==> src/rtl/grn_pkg.sv <==
// Shared constants and helpers for the GRN node state holder.
package grn_pkg;
  localparam int STAB_CNT_W   = 8;
  localparam int DEF_N_CH     = 2;
  localparam int DEF_STATE_W  = 1;
  localparam int DEF_PERIOD_W = 4;
  localparam int DEF_HIST     = 4;

  // A programmed period of 0 behaves like 1 (commit on every strobe).
  function automatic int unsigned p_eff(input int unsigned p);
    return (p == 0) ? 1 : p;
  endfunction
endpackage

==> src/rtl/grn_node_nch_if.sv <==
// Bus between the scaffold/convergence logic and the node state holder.
interface grn_node_nch_if #(
  parameter int N_CH     = 2,
  parameter int STATE_W  = 1,
  parameter int PERIOD_W = 4
);
  logic                              reset_nos;
  logic [STATE_W-1:0]                init_state;
  logic [N_CH-1:0][PERIOD_W-1:0]     period;
  logic [N_CH-1:0]                   start;
  logic [N_CH-1:0][STATE_W-1:0]      next_val;
  logic [N_CH-1:0][STATE_W-1:0]      state;
  logic [N_CH-1:0]                   changed;
  logic [N_CH-1:0]                   stable;
  logic                              all_stable;

  modport master (
    output reset_nos, init_state, period, start, next_val,
    input  state, changed, stable, all_stable
  );
  modport slave (
    input  reset_nos, init_state, period, start, next_val,
    output state, changed, stable, all_stable
  );
endinterface

==> src/rtl/grn_node_lane.sv <==
// One simulation lane: state register, skip counter, stability counter.
module grn_node_lane
  import grn_pkg::*;
#(
  parameter int STATE_W    = DEF_STATE_W,
  parameter int PERIOD_W   = DEF_PERIOD_W,
  parameter int HIST_DEPTH = DEF_HIST
) (
  input  logic                clk,
  input  logic                rst,
  input  logic                reset_nos,
  input  logic [STATE_W-1:0]  init_state,
  input  logic [PERIOD_W-1:0] period,
  input  logic                start,
  input  logic [STATE_W-1:0]  next_val,
  output logic [STATE_W-1:0]  state,
  output logic                changed,
  output logic                stable,
  output logic                stable_nxt
);
  localparam logic [STAB_CNT_W-1:0] HD = STAB_CNT_W'(HIST_DEPTH);

  logic [PERIOD_W-1:0]   cnt, cnt_n;
  logic [STAB_CNT_W-1:0] sc, sc_n;
  logic [STATE_W-1:0]    state_n;
  logic                  chg_n;

  // Next-state: re-init beats strobes; a strobe commits only when the skip count is spent.
  always_comb begin
    state_n = state;
    cnt_n   = cnt;
    sc_n    = sc;
    chg_n   = 1'b0;
    if (reset_nos) begin
      state_n = init_state;
      cnt_n   = '0;
      sc_n    = '0;
    end else if (start) begin
      if (cnt == '0) begin
        state_n = next_val;
        // period is only looked at here, so mid-count edits wait for this reload
        cnt_n   = PERIOD_W'(p_eff(32'(period)) - 32'd1);
        chg_n   = (next_val != state);
        if (chg_n)        sc_n = '0;
        else if (sc < HD) sc_n = sc + 1'b1;
      end else begin
        cnt_n = cnt - 1'b1;
      end
    end
  end

  // Exposed so the top can register all_stable in the same cycle as stable.
  assign stable_nxt = (sc_n == HD);

  // Lane registers.
  always_ff @(posedge clk) begin
    if (rst) begin
      state   <= '0;
      cnt     <= '0;
      sc      <= '0;
      changed <= 1'b0;
      stable  <= 1'b0;
    end else begin
      state   <= state_n;
      cnt     <= cnt_n;
      sc      <= sc_n;
      changed <= chg_n;
      stable  <= stable_nxt;
    end
  end
endmodule

==> src/rtl/grn_node_nch.sv <==
// N_CH-lane GRN node state holder with change pulses and convergence flags.
module grn_node_nch
  import grn_pkg::*;
#(
  parameter int N_CH       = DEF_N_CH,
  parameter int STATE_W    = DEF_STATE_W,
  parameter int PERIOD_W   = DEF_PERIOD_W,
  parameter int HIST_DEPTH = DEF_HIST
) (
  input logic           clk,
  input logic           rst,
  grn_node_nch_if.slave bus
);
  logic [N_CH-1:0][STATE_W-1:0] state_q;
  logic [N_CH-1:0]              changed_q;
  logic [N_CH-1:0]              stable_q;
  logic [N_CH-1:0]              stable_nxt;
  logic                         all_q;

  for (genvar i = 0; i < N_CH; i++) begin : g_lane
    grn_node_lane #(
      .STATE_W   (STATE_W),
      .PERIOD_W  (PERIOD_W),
      .HIST_DEPTH(HIST_DEPTH)
    ) u_lane (
      .clk       (clk),
      .rst       (rst),
      .reset_nos (bus.reset_nos),
      .init_state(bus.init_state),
      .period    (bus.period[i]),
      .start     (bus.start[i]),
      .next_val  (bus.next_val[i]),
      .state     (state_q[i]),
      .changed   (changed_q[i]),
      .stable    (stable_q[i]),
      .stable_nxt(stable_nxt[i])
    );
  end

  // Built from next-state flags so it lines up with the per-lane stable outputs.
  always_ff @(posedge clk) begin
    if (rst) all_q <= 1'b0;
    else     all_q <= &stable_nxt;
  end

  assign bus.state      = state_q;
  assign bus.changed    = changed_q;
  assign bus.stable     = stable_q;
  assign bus.all_stable = all_q;
endmodule
==> src/flat_wrapper.sv <==
// flat-port wrapper written by rule: the top's interface ports become plain ports
module grn_node_nch_flat import grn_pkg::*;
#(
  parameter int N_CH       = DEF_N_CH,
  parameter int STATE_W    = DEF_STATE_W,
  parameter int PERIOD_W   = DEF_PERIOD_W,
  parameter int HIST_DEPTH = DEF_HIST
)
  (clk, rst, bus_reset_nos, bus_init_state, bus_period, bus_start, bus_next_val, bus_state, bus_changed, bus_stable, bus_all_stable);
  grn_node_nch_if #(.N_CH(N_CH), .STATE_W(STATE_W), .PERIOD_W(PERIOD_W)) bus_i ();
  input logic clk;
  input logic rst;
  input wire logic [$bits(bus_i.reset_nos)-1:0] bus_reset_nos;
  input wire logic [$bits(bus_i.init_state)-1:0] bus_init_state;
  input wire logic [$bits(bus_i.period)-1:0] bus_period;
  input wire logic [$bits(bus_i.start)-1:0] bus_start;
  input wire logic [$bits(bus_i.next_val)-1:0] bus_next_val;
  output wire logic [$bits(bus_i.state)-1:0] bus_state;
  output wire logic [$bits(bus_i.changed)-1:0] bus_changed;
  output wire logic [$bits(bus_i.stable)-1:0] bus_stable;
  output wire logic [$bits(bus_i.all_stable)-1:0] bus_all_stable;
  assign bus_i.reset_nos = bus_reset_nos;
  assign bus_i.init_state = bus_init_state;
  assign bus_i.period = bus_period;
  assign bus_i.start = bus_start;
  assign bus_i.next_val = bus_next_val;
  assign bus_state = bus_i.state;
  assign bus_changed = bus_i.changed;
  assign bus_stable = bus_i.stable;
  assign bus_all_stable = bus_i.all_stable;
  grn_node_nch #(.N_CH(N_CH), .STATE_W(STATE_W), .PERIOD_W(PERIOD_W), .HIST_DEPTH(HIST_DEPTH)) u_core (.clk(clk), .rst(rst), .bus(bus_i));
endmodule
==> config.mk <==
export PLATFORM = sky130hd
export DESIGN_NAME = grn_node_nch_flat
export DESIGN_NICKNAME = d
export VERILOG_FILES = /design/src/rtl/grn_pkg.sv /design/src/rtl/grn_node_nch_if.sv /design/src/rtl/grn_node_lane.sv /design/src/rtl/grn_node_nch.sv /design/src/flat_wrapper.sv
export SDC_FILE = /design/constraint.sdc
export NUM_CORES = 1
export LEC_CHECK = 0
export ABC_AREA = 1
export ABC_CLOCK_PERIOD_IN_PS = 2500
export CAP_MARGIN = 15
export CORE_ASPECT_RATIO = 1.5
export CORE_MARGIN = 2
export CORE_UTILIZATION = 45
export DETAILED_ROUTE_END_ITERATION = 10
export DONT_BUFFER_PORTS = 1
export PLACE_DENSITY = 0.64
export REMOVE_ABC_BUFFERS = 1
export SLEW_MARGIN = 0
export SYNTH_ARGS = -nofsm -noshare
export SYNTH_HDL_FRONTEND = slang
export SYNTH_HIERARCHICAL = 1
export SYNTH_SLANG_ARGS = --single-unit
export TNS_END_PERCENT = 10
==> constraint.sdc <==
create_clock -name clk -period 2.5 [get_ports clk]
set_clock_uncertainty 0.15 [all_clocks]
set_input_delay 0.5 -clock clk [delete_from_list [all_inputs] [get_ports clk]]
set_output_delay 0.5 -clock clk [all_outputs]
set_load 0.05 [all_outputs]
== Word-level counts from Yosys, hierarchy flattened ==
Index checks and enable logic that the tools add are counted.
Storage, ports and cells
  word-level logic and storage cells: 61
  input port bits: 16
  flip-flop bits (word level): 31
Cells by class
  bitwise operators: 4
  muxes and demuxes: 20
  order comparisons: 2
  add/sub/neg operators: 6
  reductions and logical operators: 14
  equal/unequal tests: 4
Operators with widths (count)
  2-to-1 mux 8 bit: 10
  adder 8 x 1 -> 8 bit (second input constant): 2
  == test 8 x 3 -> 1 bit (second input constant): 2
  logical NOT 4 bit: 4
  < comparator 8 x 3 -> 1 bit (second input constant): 2
  2-to-1 mux 4 bit: 4
  subtractor 4 x 1 -> 4 bit (second input constant): 4
  nonzero test 2 bit: 4
  OR reduction 4 bit: 2
  2-to-1 mux 1 bit: 6
  AND reduction 2 bit: 3
  NOT 1 bit: 4
  != test 1 bit: 2
  OR reduction 2 bit: 1

== Logic depth before layout (Yosys ltp) ==
Gate-level depths: netlist of run 1.
  depth after elaboration: 8
  gate-level depth with buffers: 11

== Hierarchy ==
Netlist of run 1, hierarchy kept.
Modules (own cells, without submodules)
  grn_node_lane: area each 812.0 um^2, seq. area each 300.3 um^2, cells an instance 102, times used 2
  grn_node_nch: area each 30.0 um^2, seq. area each 20.0 um^2, cells an instance 3, times used 1

== Least setup slack after synthesis of run 1 ==
No wires, ideal clock.
  path kind: reg2reg
  start point: register u_core.g_lane[0].u_lane.state
  end point: register u_core.all_q, in the netlist u_core/bus.all_stable
  path buffers: 0
  setup time: 0.062 ns
  stages on the path, launching flop included: 11
  slack: 0.784 ns
  period minus slack after synthesis: 1.716 ns
  arrival time: 1.504 ns
  cells stage by stage: dfxtp_1 -> nand2_1 -> nand2_1 -> inv_1 -> nand2_1 -> nand2_1 -> a21oi_4 -> nand3_2 -> nor2_1 -> nand2_1 -> nor2_2
Between the ends
  cells in the longest elaborated chain, start to end: 7
RTL lines
  start: declaration: RTL line grn_node_lane.sv:16  | output logic [STATE_W-1:0] state,
  start signal: assignment: RTL line grn_node_lane.sv:64  | state <= state_n;
  != test 1 bit: RTL line grn_node_lane.sv:43  | chg_n = (next_val != state);
  2-to-1 mux 8 bit: RTL line grn_node_lane.sv:44  | if (chg_n) sc_n = '0;
  2-to-1 mux 8 bit: RTL line grn_node_lane.sv:39  | if (cnt == '0) begin
  2-to-1 mux 8 bit: RTL line grn_node_lane.sv:38  | end else if (start) begin
  2-to-1 mux 8 bit: RTL line grn_node_lane.sv:34  | if (reset_nos) begin
  == test 8 x 3 -> 1 bit: RTL line grn_node_lane.sv:53  | assign stable_nxt = (sc_n == HD);
  net u_core.stable_nxt[0]: RTL line grn_node_nch.sv:17  | logic [N_CH-1:0] stable_nxt;
  AND reduction 2 bit: RTL line grn_node_nch.sv:43  | else all_q <= &stable_nxt;
  end signal: assignment: RTL line grn_node_nch.sv:43
  end: declaration: RTL line grn_node_nch.sv:18  | logic all_q;
The timed path passes the listed nets, and every way through them passes these cells.
A chain may end at the register's enable or synchronous reset.

== Worst setup path in the final report of run 1 ==
Same ends and word-level chain as after synthesis.

==> flow_metrics.py, run 1 <==
metrics = {
    "synth": {
        "ys_seq_elements": 31,
        "synthTopCellsByArea": "dfxtp_1 (38%), nor2_1 (8.6%), nand2_1 (8.4%)",
        "syn_inst": 207,
        "yosysMostFrequentCell": "nor2_1",
        "synth_edf_count": 0,
        "synth_common_cells": "nor2_1 (38), nand2_1 (37), dfxtp_1 (31)",
        "synth_area_per_cell_um2": 7.99,
        "async_flop_share_pct": 0,
        "syn-cell-area_mm2": 0.00165,
        "yosys_warnings": 6,
        "yosysSeqAreaShare_pct": 37.5,
        "synth-main-ff-cell": "dfxtp_1",
        "synth_top_area_cell": "dfxtp_1",
        "yosys.area.top_type_share_pct": 37.5,
        "synth_cell_types": 26,
    },
    "drt": {
        "drtPass1Iterations": 4,
        "routedWlPerCell_um": 11.5,
        "ant_nets": 0,
        "remaining_drc_errors": 0,
        "vias_per_cell": 4.90,
        "drtIter0Drc": 17,
        "vias": 1259,
        "drt-total-wl_um": 2950,
    },
    "layout": {
        "drive_gt1_share_pct": 20.6,
        "nets": 234,
        "areaGrowthSynthToFinish_pct": 9.00,
        "num_antenna_cells": 0,
        "utilization_pct": 50.3,
        "nFillCells": 366,
        "final_cells": 257,
    },
    "timing": {
        "period_minus_slack_ns": 1.67,
        "setup-tns-final_ns": 0,
        "period_share_pct": 66.6,
        "fmax_ghz": 0.600,
        "slew_violations": 0,
        "slew_headroom_pct": 67.8,
        "finalHoldViolCount": 0,
        "rsz0062_at_grt": "false",
        "finalSetupViolCount": 0,
        "hold_ws_ns": 0.128,
        "setup_ws_ns": 0.835,
        "tightest_slew_ns": 0.483,
    },
    "worst_setup_path": {
        "crit_arrival_ns": 1.74,
        "cp.buffers_inverters": 2,
        "r2r_cells": 11,
        "cp-start-kind": "flop",
        "path_class": "reg2reg",
        "path_delay_family": "simple AND/OR/NAND/NOR gates",
        "reg2reg_to": "u_core/bus.all_stable",
        "cp_slowest_cell": "dfxtp_1",
        "critPathMaxStageDelay_ns": 0.31,
        "crit_path_end_kind": "flop",
        "cp.required_ns": 2.57,
        "critPathMaxFanout": 4,
        "r2r_slack_ns": 0.83,
        "crit_top_cell": "nand2_1",
        "crit_chain": "buf_4 -> nand2_1 -> nand2_1 -> inv_1 -> nand2_1 -> nand2_1 -> a21oi_4 -> nand3_2 -> nor2_1 -> nand2_1 -> nor2_2",
        "reg2reg_from": "u_core/g_lane[0].u_lane/state",
    },
    "clock_network": {
        "cts-resized-gates": 0,
        "h-tree-depth": 2,
        "cts_tree": "built",
        "clkLatencyLatePin_ns": 0.28,
        "cts_buffers": 5,
        "cts_root_buffer": "clkbuf_8",
        "numClockSinks": 31,
        "clkTransAtPathRegs_ns": 0.06,
        "clockBufferDepth": 2,
        "hold_buffers": 0,
        "cts_setup_buffers": 0,
    },
    "floorplan": {
        "coreArea_mm2": 0.00358,
        "start_util_pct": 46.2,
        "io_pins": 23,
        "rows": 27,
        "die-area_mm2": 0.00419,
        "die_w_um": 53.5,
        "die_y_um": 78.3,
    },
    "power": {
        "switching_share_pct": 28.1,
        "p_int_uw": 795,
        "pwr-share-comb_pct": 17.3,
        "leakagePower_nw": 0.765,
        "power_density_mw_per_mm2": 613,
        "ir_drop_mv": 0.510,
        "clockPowerShare_pct": 35.2,
        "seq_power_share_pct": 47.5,
        "switching_power_uw": 311,
    },
    "hold_path": {
        "min_path_cells": 1,
        "hold_class": "in2reg",
        "holdPathEnd": "u_core/bus.all_stable",
        "hp-start": "rst",
    },
    "global_route": {
        "grt-ovfl-total": 0,
        "grt_max_degree": 24,
        "grtUsageTotal_pct": 17.2,
        "grt_pass1_wl_um": 5310,
        "antenna_found_initial": 0,
        "grt_pass1_vias": 1292,
    },
    "flow_run": {
        "maxCapViolCount": 0,
    },
    "place": {
        "place_ws_ns": 0.839,
        "gp_congestion": 0.767,
        "port-buffer-count": 0,
        "dp.cells": 250,
        "dp_hpwl_um": 2270,
    },
    "outcome": {
        "status": "complete, no violations",
    },
}
## worst max path at each step
stage	to	cells after the start	slack, ns	start
after CTS	u_core/bus.all_stable	11	0.82	u_core/g_lane[0].u_lane/state
after global placement	u_core/bus.all_stable	11	0.83	bus_next_val[0]
after global routing	u_core/bus.all_stable	11	0.66	u_core/g_lane[0].u_lane/state
after detailed placement	u_core/bus.all_stable	11	0.84	bus_next_val[0]
final	u_core/bus.all_stable	11	0.83	u_core/g_lane[0].u_lane/state
after floorplan	u_core/bus.all_stable	10	0.78	u_core/g_lane[0].u_lane/state
## layer usage
layer  up-vias  wire, µm  global-route usage [%]
li1        668         -                       -
met1       571      1150                    18.0
met2        14      1630                    30.1
met3         6        94                    4.75
met4         0        70                    8.46
met5         -         0                       0
## final cells by class
type	instances	area, µm²	area share (%)
clock inverters	1	5.00	0.278
repair buffers	2	15.0	0.833
flip-flops and latches	31	621	34.4
well taps	43	53.8	2.98
clock buffers	6	82.6	4.58
multi-input cells	146	916	50.8
inverters	28	110	6.11
## power groups by stage
stage	clock, mW	sequential, mW	combinational [mW]
after global placement	0	0.536	0.190
after global routing	0.426	0.526	0.217
final	0.389	0.525	0.191
after detailed placement	0	0.536	0.193
after CTS	0.407	0.525	0.193
after floorplan	0	0.544	0.153
## cell families after synthesis
kind of cell | synth area share [%]
AOI/OAI and AO/OA | 10.1
adders and majority gates | 3.03
and+or+nand+nor | 41.1
buffers and inverters | 7.11
xor gates and xnor gates | 1.06
DFF | 37.5
## metrics by stage
step / total power, mW / instance area, µm²
final: 1.11 / 1800
after global routing: 1.17 / 1800
after CTS: 1.13 / 1800
after detailed placement: 0.729 / 1720
after global placement: 0.726 / 1720
after floorplan: 0.697 / 1650
## worst register-to-register path: stages (launching register included)
cell     delay (ns)
dfxtp_1        0.31
buf_4          0.20
nand2_1        0.08
nand2_1        0.14
inv_1          0.05
nand2_1        0.11
nand2_1        0.09
a21oi_4        0.14
nand3_2        0.09
nor2_1         0.11
nand2_1        0.07
nor2_2         0.07
## layout by cell type (no fill, tap or decap), drive strengths merged, types with 4 or more instances in the layout
cell | netlist | routed
nor2 | 51 | 51
a21oi | 12 | 12
dfxtp | 31 | 31
inv | 28 | 28
nand3 | 14 | 14
ha | 4 | 4
nand2 | 41 | 41
o21ai | 8 | 8
clkbuf | 2 | 6
## flip-flops by register name, indices dropped and copies added, names as in the netlist
register	flops
u_core/g_lane.u_lane/sc	16
u_core/g_lane.u_lane/cnt	8
u_core/g_lane.u_lane/changed	2
u_core/g_lane.u_lane/stable	2
u_core/g_lane.u_lane/state	2
u_core/bus.all_stable	1
No activity file was read; power rests on OpenSTA's default activity.
==> run 2: changes to the inputs <==
--- a/config.mk
+++ b/config.mk
@@ -6,14 +6,14 @@
 export NUM_CORES = 1
 export LEC_CHECK = 0
 export ABC_AREA = 1
-export ABC_CLOCK_PERIOD_IN_PS = 2500
+export ABC_CLOCK_PERIOD_IN_PS = 1400
 export CAP_MARGIN = 15
 export CORE_ASPECT_RATIO = 1.5
 export CORE_MARGIN = 2
 export CORE_UTILIZATION = 45
 export DETAILED_ROUTE_END_ITERATION = 10
 export DONT_BUFFER_PORTS = 1
-export PLACE_DENSITY = 0.64
+export PLACE_DENSITY = 0.66
 export REMOVE_ABC_BUFFERS = 1
 export SLEW_MARGIN = 0
 export SYNTH_ARGS = -nofsm -noshare
==> constraint.sdc (replaced) <==
create_clock -name clk -period 1.4 [get_ports clk]
set_clock_uncertainty 0.15 [all_clocks]
set_input_delay 0.28 -clock clk [delete_from_list [all_inputs] [get_ports clk]]
set_output_delay 0.28 -clock clk [all_outputs]
set_load 0.05 [all_outputs]
==> flow_metrics.py, run 2 (synthesis results as in run 1) <==
metrics = {
    "worst_setup_path": {
        "cp.required_ns": 1.42,
        "path_delay_family": "simple AND/OR/NAND/NOR gates",
        "crit_top_cell": "nor2_4",
        "path_class": "reg2reg",
        "crit_path_end_kind": "flop",
        "cp.buffers_inverters": 1,
        "critPathMaxFanout": 4,
        "cp_slowest_cell": "dfxtp_2",
        "crit_arrival_ns": 1.62,
        "critPathMaxStageDelay_ns": 0.34,
        "cp-start-kind": "flop",
        "crit_chain": "nor2_4 -> nand2_4 -> buf_4 -> nor2_4 -> nor2_2 -> ha_2 -> xnor2_2 -> nand2_1 -> a21oi_1",
    },
    "timing": {
        "finalSetupViolCount": 9,
        "slew_headroom_pct": 67.9,
        "slew_violations": 0,
        "period_minus_slack_ns": 1.60,
        "tightest_slew_ns": 0.481,
        "period_share_pct": 114,
        "rsz0062_at_grt": "true",
        "hold_ws_ns": -0.0855,
        "setup_ws_ns": -0.199,
        "fmax_ghz": 0.625,
        "finalHoldViolCount": 19,
    },
    "floorplan": {
        "die_w_um": 53.5,
        "die-area_mm2": 0.00419,
        "coreArea_mm2": 0.00358,
        "io_pins": 23,
        "rows": 27,
        "start_util_pct": 46.2,
        "die_y_um": 78.3,
    },
    "hold_path": {
        "hold_class": "in2reg",
    },
    "global_route": {
        "grt_pass1_wl_um": 6290,
        "grtUsageTotal_pct": 20.6,
        "grt_pass1_vias": 1523,
        "antenna_found_initial": 0,
        "busiest_layer": "met2",
        "grt-ovfl-total": 0,
        "use_met1_pct": 17.9,
        "met2_usage_pct": 39.5,
        "grt_max_degree": 24,
        "grt_util_met3_pct": 5.51,
    },
    "flow_run": {
        "maxCapViolCount": 0,
    },
    "place": {
        "port-buffer-count": 0,
        "dp_hpwl_um": 2690,
        "gp_congestion": 0.823,
    },
    "power": {
        "switching_power_uw": 620,
        "leakagePower_nw": 0.962,
        "switching_share_pct": 28.2,
        "p_int_mw": 1.58,
        "power_density_mw_per_mm2": 1000,
        "clockPowerShare_pct": 35.0,
        "pwr-share-comb_pct": 22.4,
        "power_mw": 2.20,
        "ir_drop_mv": 0.766,
        "seq_power_share_pct": 42.6,
    },
    "layout": {
        "num_antenna_cells": 0,
        "areaGrowthSynthToFinish_pct": 32.8,
        "most-common-layout-cells": "buf_4 (34), nand2_1 (32), nor2_1 (32), dfxtp_1 (25), inv_1 (25)",
        "nets": 270,
        "regMostFlops": "u_core/g_lane.u_lane/sc",
        "top_regs": "u_core/g_lane.u_lane/sc (16), u_core/g_lane.u_lane/cnt (8)",
        "largest_reg_flops": 16,
        "final_common_cell": "buf_4",
        "drive_gt1_share_pct": 40.6,
        "utilization_pct": 61.3,
    },
    "clock_network": {
        "clockBufferDepth": 2,
        "numClockSinks": 31,
        "cts_tree": "built",
        "clkLatencyLatePin_ns": 0.28,
        "cts_root_buffer": "clkbuf_8",
        "h-tree-depth": 2,
        "cts_buffers": 5,
        "hold_buffers": 3,
        "clkTransAtPathRegs_ns": 0.06,
    },
    "drt": {
        "vias": 1457,
        "routedWlPerCell_um": 12.7,
        "drtPass1Iterations": 4,
        "drt-total-wl_um": 3730,
        "vias_per_cell": 4.96,
        "ant_nets": 0,
        "remaining_drc_errors": 0,
        "drtIter0Drc": 19,
    },
    "outcome": {
        "violations": "negative hold slack, negative setup slack",
        "status": "complete, but fails checks",
    },
}
run 2: repair_timing:
item                                    in CTS  in global routing
gates cloned                                 0                  0
endpoints found under the hold margin       25                 19
endpoints found under the setup margin      13                 21
resized for setup                           11                 18
pin swaps                                    4                  2
buffers inserted                             0                  1
run 2: worst paths after layout:
kind | end | from | cells past startpoint | slack, ns
setup / recovery | u_core/g_lane[0].u_lane/cnt[2] | u_core/g_lane[0].u_lane/cnt[1] | 9 | -0.20
hold / removal | u_core/bus.all_stable | rst | 1 | -0.09
setup reg to reg | u_core/g_lane[0].u_lane/cnt[2] | u_core/g_lane[0].u_lane/cnt[1] | 9 | -0.20
hold reg to reg | u_core/g_lane[1].u_lane/sc[3] | u_core/g_lane[1].u_lane/sc[3] | 2 | 0.33
run 2: layer usage:
layer	share of wire (%)	routed length, µm
met1	35	1290
met2	59	2220
met3	3.1	116
met4	2.9	108
met5	0	0
run 2: area by class of cell:
type / count / area, µm²
multi-input combinational: 146 / 1010
clock buffer: 8 / 100
fill: 334 / 1390
timing repair buffer: 38 / 297
tap: 43 / 53.8
sequential: 31 / 628
inverter: 28 / 110
run 2: stage by stage:
stage               instances  TNS, ns  cell area [µm²]  setup slack [ns]  hold slack (ns)
finish                    294   -0.847             2200            -0.199          -0.0855
global placement          282   -0.566             1960            -0.138            0.202
CTS                       293   -0.727             2110            -0.142           -0.112
floorplan                 205    -1.51             1650            -0.316            0.197
detailed placement        282   -0.786             1960            -0.159            0.202
global route              294    -2.11             2200            -0.296           -0.114
run 2: power groups by stage:
| stage | Clock, mW | Sequential (mW) | Combinational (mW) |
|---|---|---|---|
| 6_report | 0.770 | 0.939 | 0.493 |
| 2_1_floorplan | 0 | 0.972 | 0.273 |
| 5_1_grt | 0.843 | 0.941 | 0.546 |
| 3_5_place_dp | 0 | 0.957 | 0.409 |
| 3_3_place_gp | 0 | 0.956 | 0.404 |
| 4_1_cts | 0.813 | 0.938 | 0.432 |
==> run 3: changes to the inputs <==
--- a/config.mk
+++ b/config.mk
@@ -13,7 +13,7 @@
 export CORE_UTILIZATION = 45
 export DETAILED_ROUTE_END_ITERATION = 10
 export DONT_BUFFER_PORTS = 1
-export PLACE_DENSITY = 0.66
+export PLACE_DENSITY_LB_ADDON = 0.2
 export REMOVE_ABC_BUFFERS = 1
 export SLEW_MARGIN = 0
 export SYNTH_ARGS = -nofsm -noshare
==> flow_metrics.py, run 3 (synthesis results as in run 1) <==
metrics = {
    "layout": {
        "fin_area_mm2": 0.00216,
        "top_regs": "u_core/g_lane.u_lane/sc (16), u_core/g_lane.u_lane/cnt (8)",
        "final_common_cell": "buf_4",
        "largest_reg_flops": 16,
        "nets": 271,
        "utilization_pct": 60.4,
        "num_antenna_cells": 0,
        "final_cells": 294,
        "most-common-layout-cells": "buf_4 (36), nor2_1 (32), nand2_1 (30), inv_1 (26), dfxtp_1 (25)",
        "areaGrowthSynthToFinish_pct": 30.7,
        "regMostFlops": "u_core/g_lane.u_lane/sc",
        "drive_gt1_share_pct": 39.8,
    },
    "floorplan": {
        "die_y_um": 78.3,
        "die-area_mm2": 0.00419,
        "coreArea_mm2": 0.00358,
        "die_w_um": 53.5,
        "rows": 27,
        "io_pins": 23,
        "start_util_pct": 46.2,
    },
    "power": {
        "ir_drop_mv": 0.605,
        "power_density_mw_per_mm2": 970,
        "power_mw": 2.10,
        "leakagePower_nw": 0.966,
    },
    "timing": {
        "finalHoldViolCount": 19,
        "rsz0062_at_grt": "true",
        "finalSetupViolCount": 7,
        "setup_ws_ns": -0.163,
        "period_share_pct": 112,
        "period_minus_slack_ns": 1.56,
        "fmax_ghz": 0.640,
        "setup-tns-final_ns": -0.715,
        "slew_headroom_pct": 67.8,
        "hold_ws_ns": -0.0912,
        "tightest_slew_ns": 0.482,
        "slew_violations": 0,
    },
    "global_route": {
        "grt-ovfl-total": 0,
        "grt_max_degree": 24,
        "antenna_found_initial": 0,
        "grt_pass1_vias": 1533,
        "grtUsageTotal_pct": 19.9,
        "grt_pass1_wl_um": 6130,
    },
    "place": {
        "port-buffer-count": 0,
        "place_ws_ns": -0.180,
        "gp_congestion": 0.788,
        "dpl_cell_area_mm2": 0.00196,
        "dp.cells": 282,
        "dp_hpwl_um": 2720,
    },
    "clock_network": {
        "clkLatencyLatePin_ns": 0.28,
        "cts_root_buffer": "clkbuf_8",
        "hold_buffers": 3,
        "numClockSinks": 31,
        "clockBufferDepth": 2,
        "cts_tree": "built",
        "clkTransAtPathRegs_ns": 0.06,
        "h-tree-depth": 2,
        "cts_buffers": 5,
    },
    "drt": {
        "ant_nets": 0,
        "remaining_drc_errors": 0,
        "drtIter0Drc": 38,
        "drt-total-wl_um": 3710,
        "routedWlPerCell_um": 12.6,
        "drtPass1Iterations": 4,
        "vias_per_cell": 5.03,
        "vias": 1479,
    },
    "outcome": {
        "status": "complete, but fails checks",
        "violations": "negative hold slack, negative setup slack",
    },
    "worst_setup_path": {
        "crit_path_end_kind": "flop",
        "path_class": "reg2reg",
        "crit_arrival_ns": 1.64,
        "cp.required_ns": 1.47,
        "cp-start-kind": "flop",
        "critPathMaxFanout": 5,
    },
    "hold_path": {
        "hold_class": "in2reg",
    },
    "flow_run": {
        "maxCapViolCount": 0,
    },
}
-- run 3: critical path, cell delays in order (launching register included) --
cell and delay [ns]:
dfxtp_2 0.33, nor2_4 0.17, nand2_4 0.09, nor2_8 0.18
nand2_4 0.09, nand3_2 0.09, nand4_1 0.14, nor2_1 0.14
nand2_1 0.07, nor2_2 0.06
-- run 3: layer usage --
metal / wire length, µm / share of wire [%] / vias to the layer above / GRT usage [%]
li1: - / - / 743 / -
met1: 1360 / 37 / 705 / 17.9
met2: 2140 / 58 / 24 / 38.4
met3: 125 / 3.4 / 7 / 5.89
met4: 79 / 2.1 / 0 / 8.21
met5: 0 / 0 / - / 0
-- run 3: final timing paths --
kind	endpoint	depth (start not counted)	start	slack, ns
max	u_core/bus.all_stable	9	u_core/g_lane[0].u_lane/cnt[0]	-0.16
min	u_core/bus.all_stable	1	rst	-0.09
max reg2reg	u_core/bus.all_stable	9	u_core/g_lane[0].u_lane/cnt[0]	-0.16
min reg2reg	u_core/g_lane[1].u_lane/sc[3]	3	u_core/g_lane[1].u_lane/sc[3]	0.40
-- run 3: report_power, final --
group	internal, mW	switching, mW
clock network	0.385	0.315
registers	0.911	0.0291
logic	0.199	0.258
total	1.49	0.602
-- run 3: area by class of cell --
class	instances	area, µm²
timing repair buffer	39	300
tap	43	53.8
inverter	28	110
clock inverter	1	5.00
multi-input combinational	146	982
clock buffer	6	82.6
sequential	31	628
fill	342	1420
-- run 3: repair_timing --
| item | 4_1_cts | 5_1_grt |
|---|---|---|
| gates resized for setup | 12 | 14 |
| pin swaps | 8 | 15 |
| endpoints found under the hold margin | 24 | 19 |
| buffers inserted | 1 | 1 |
| setup endpoints to repair | 11 | 15 |
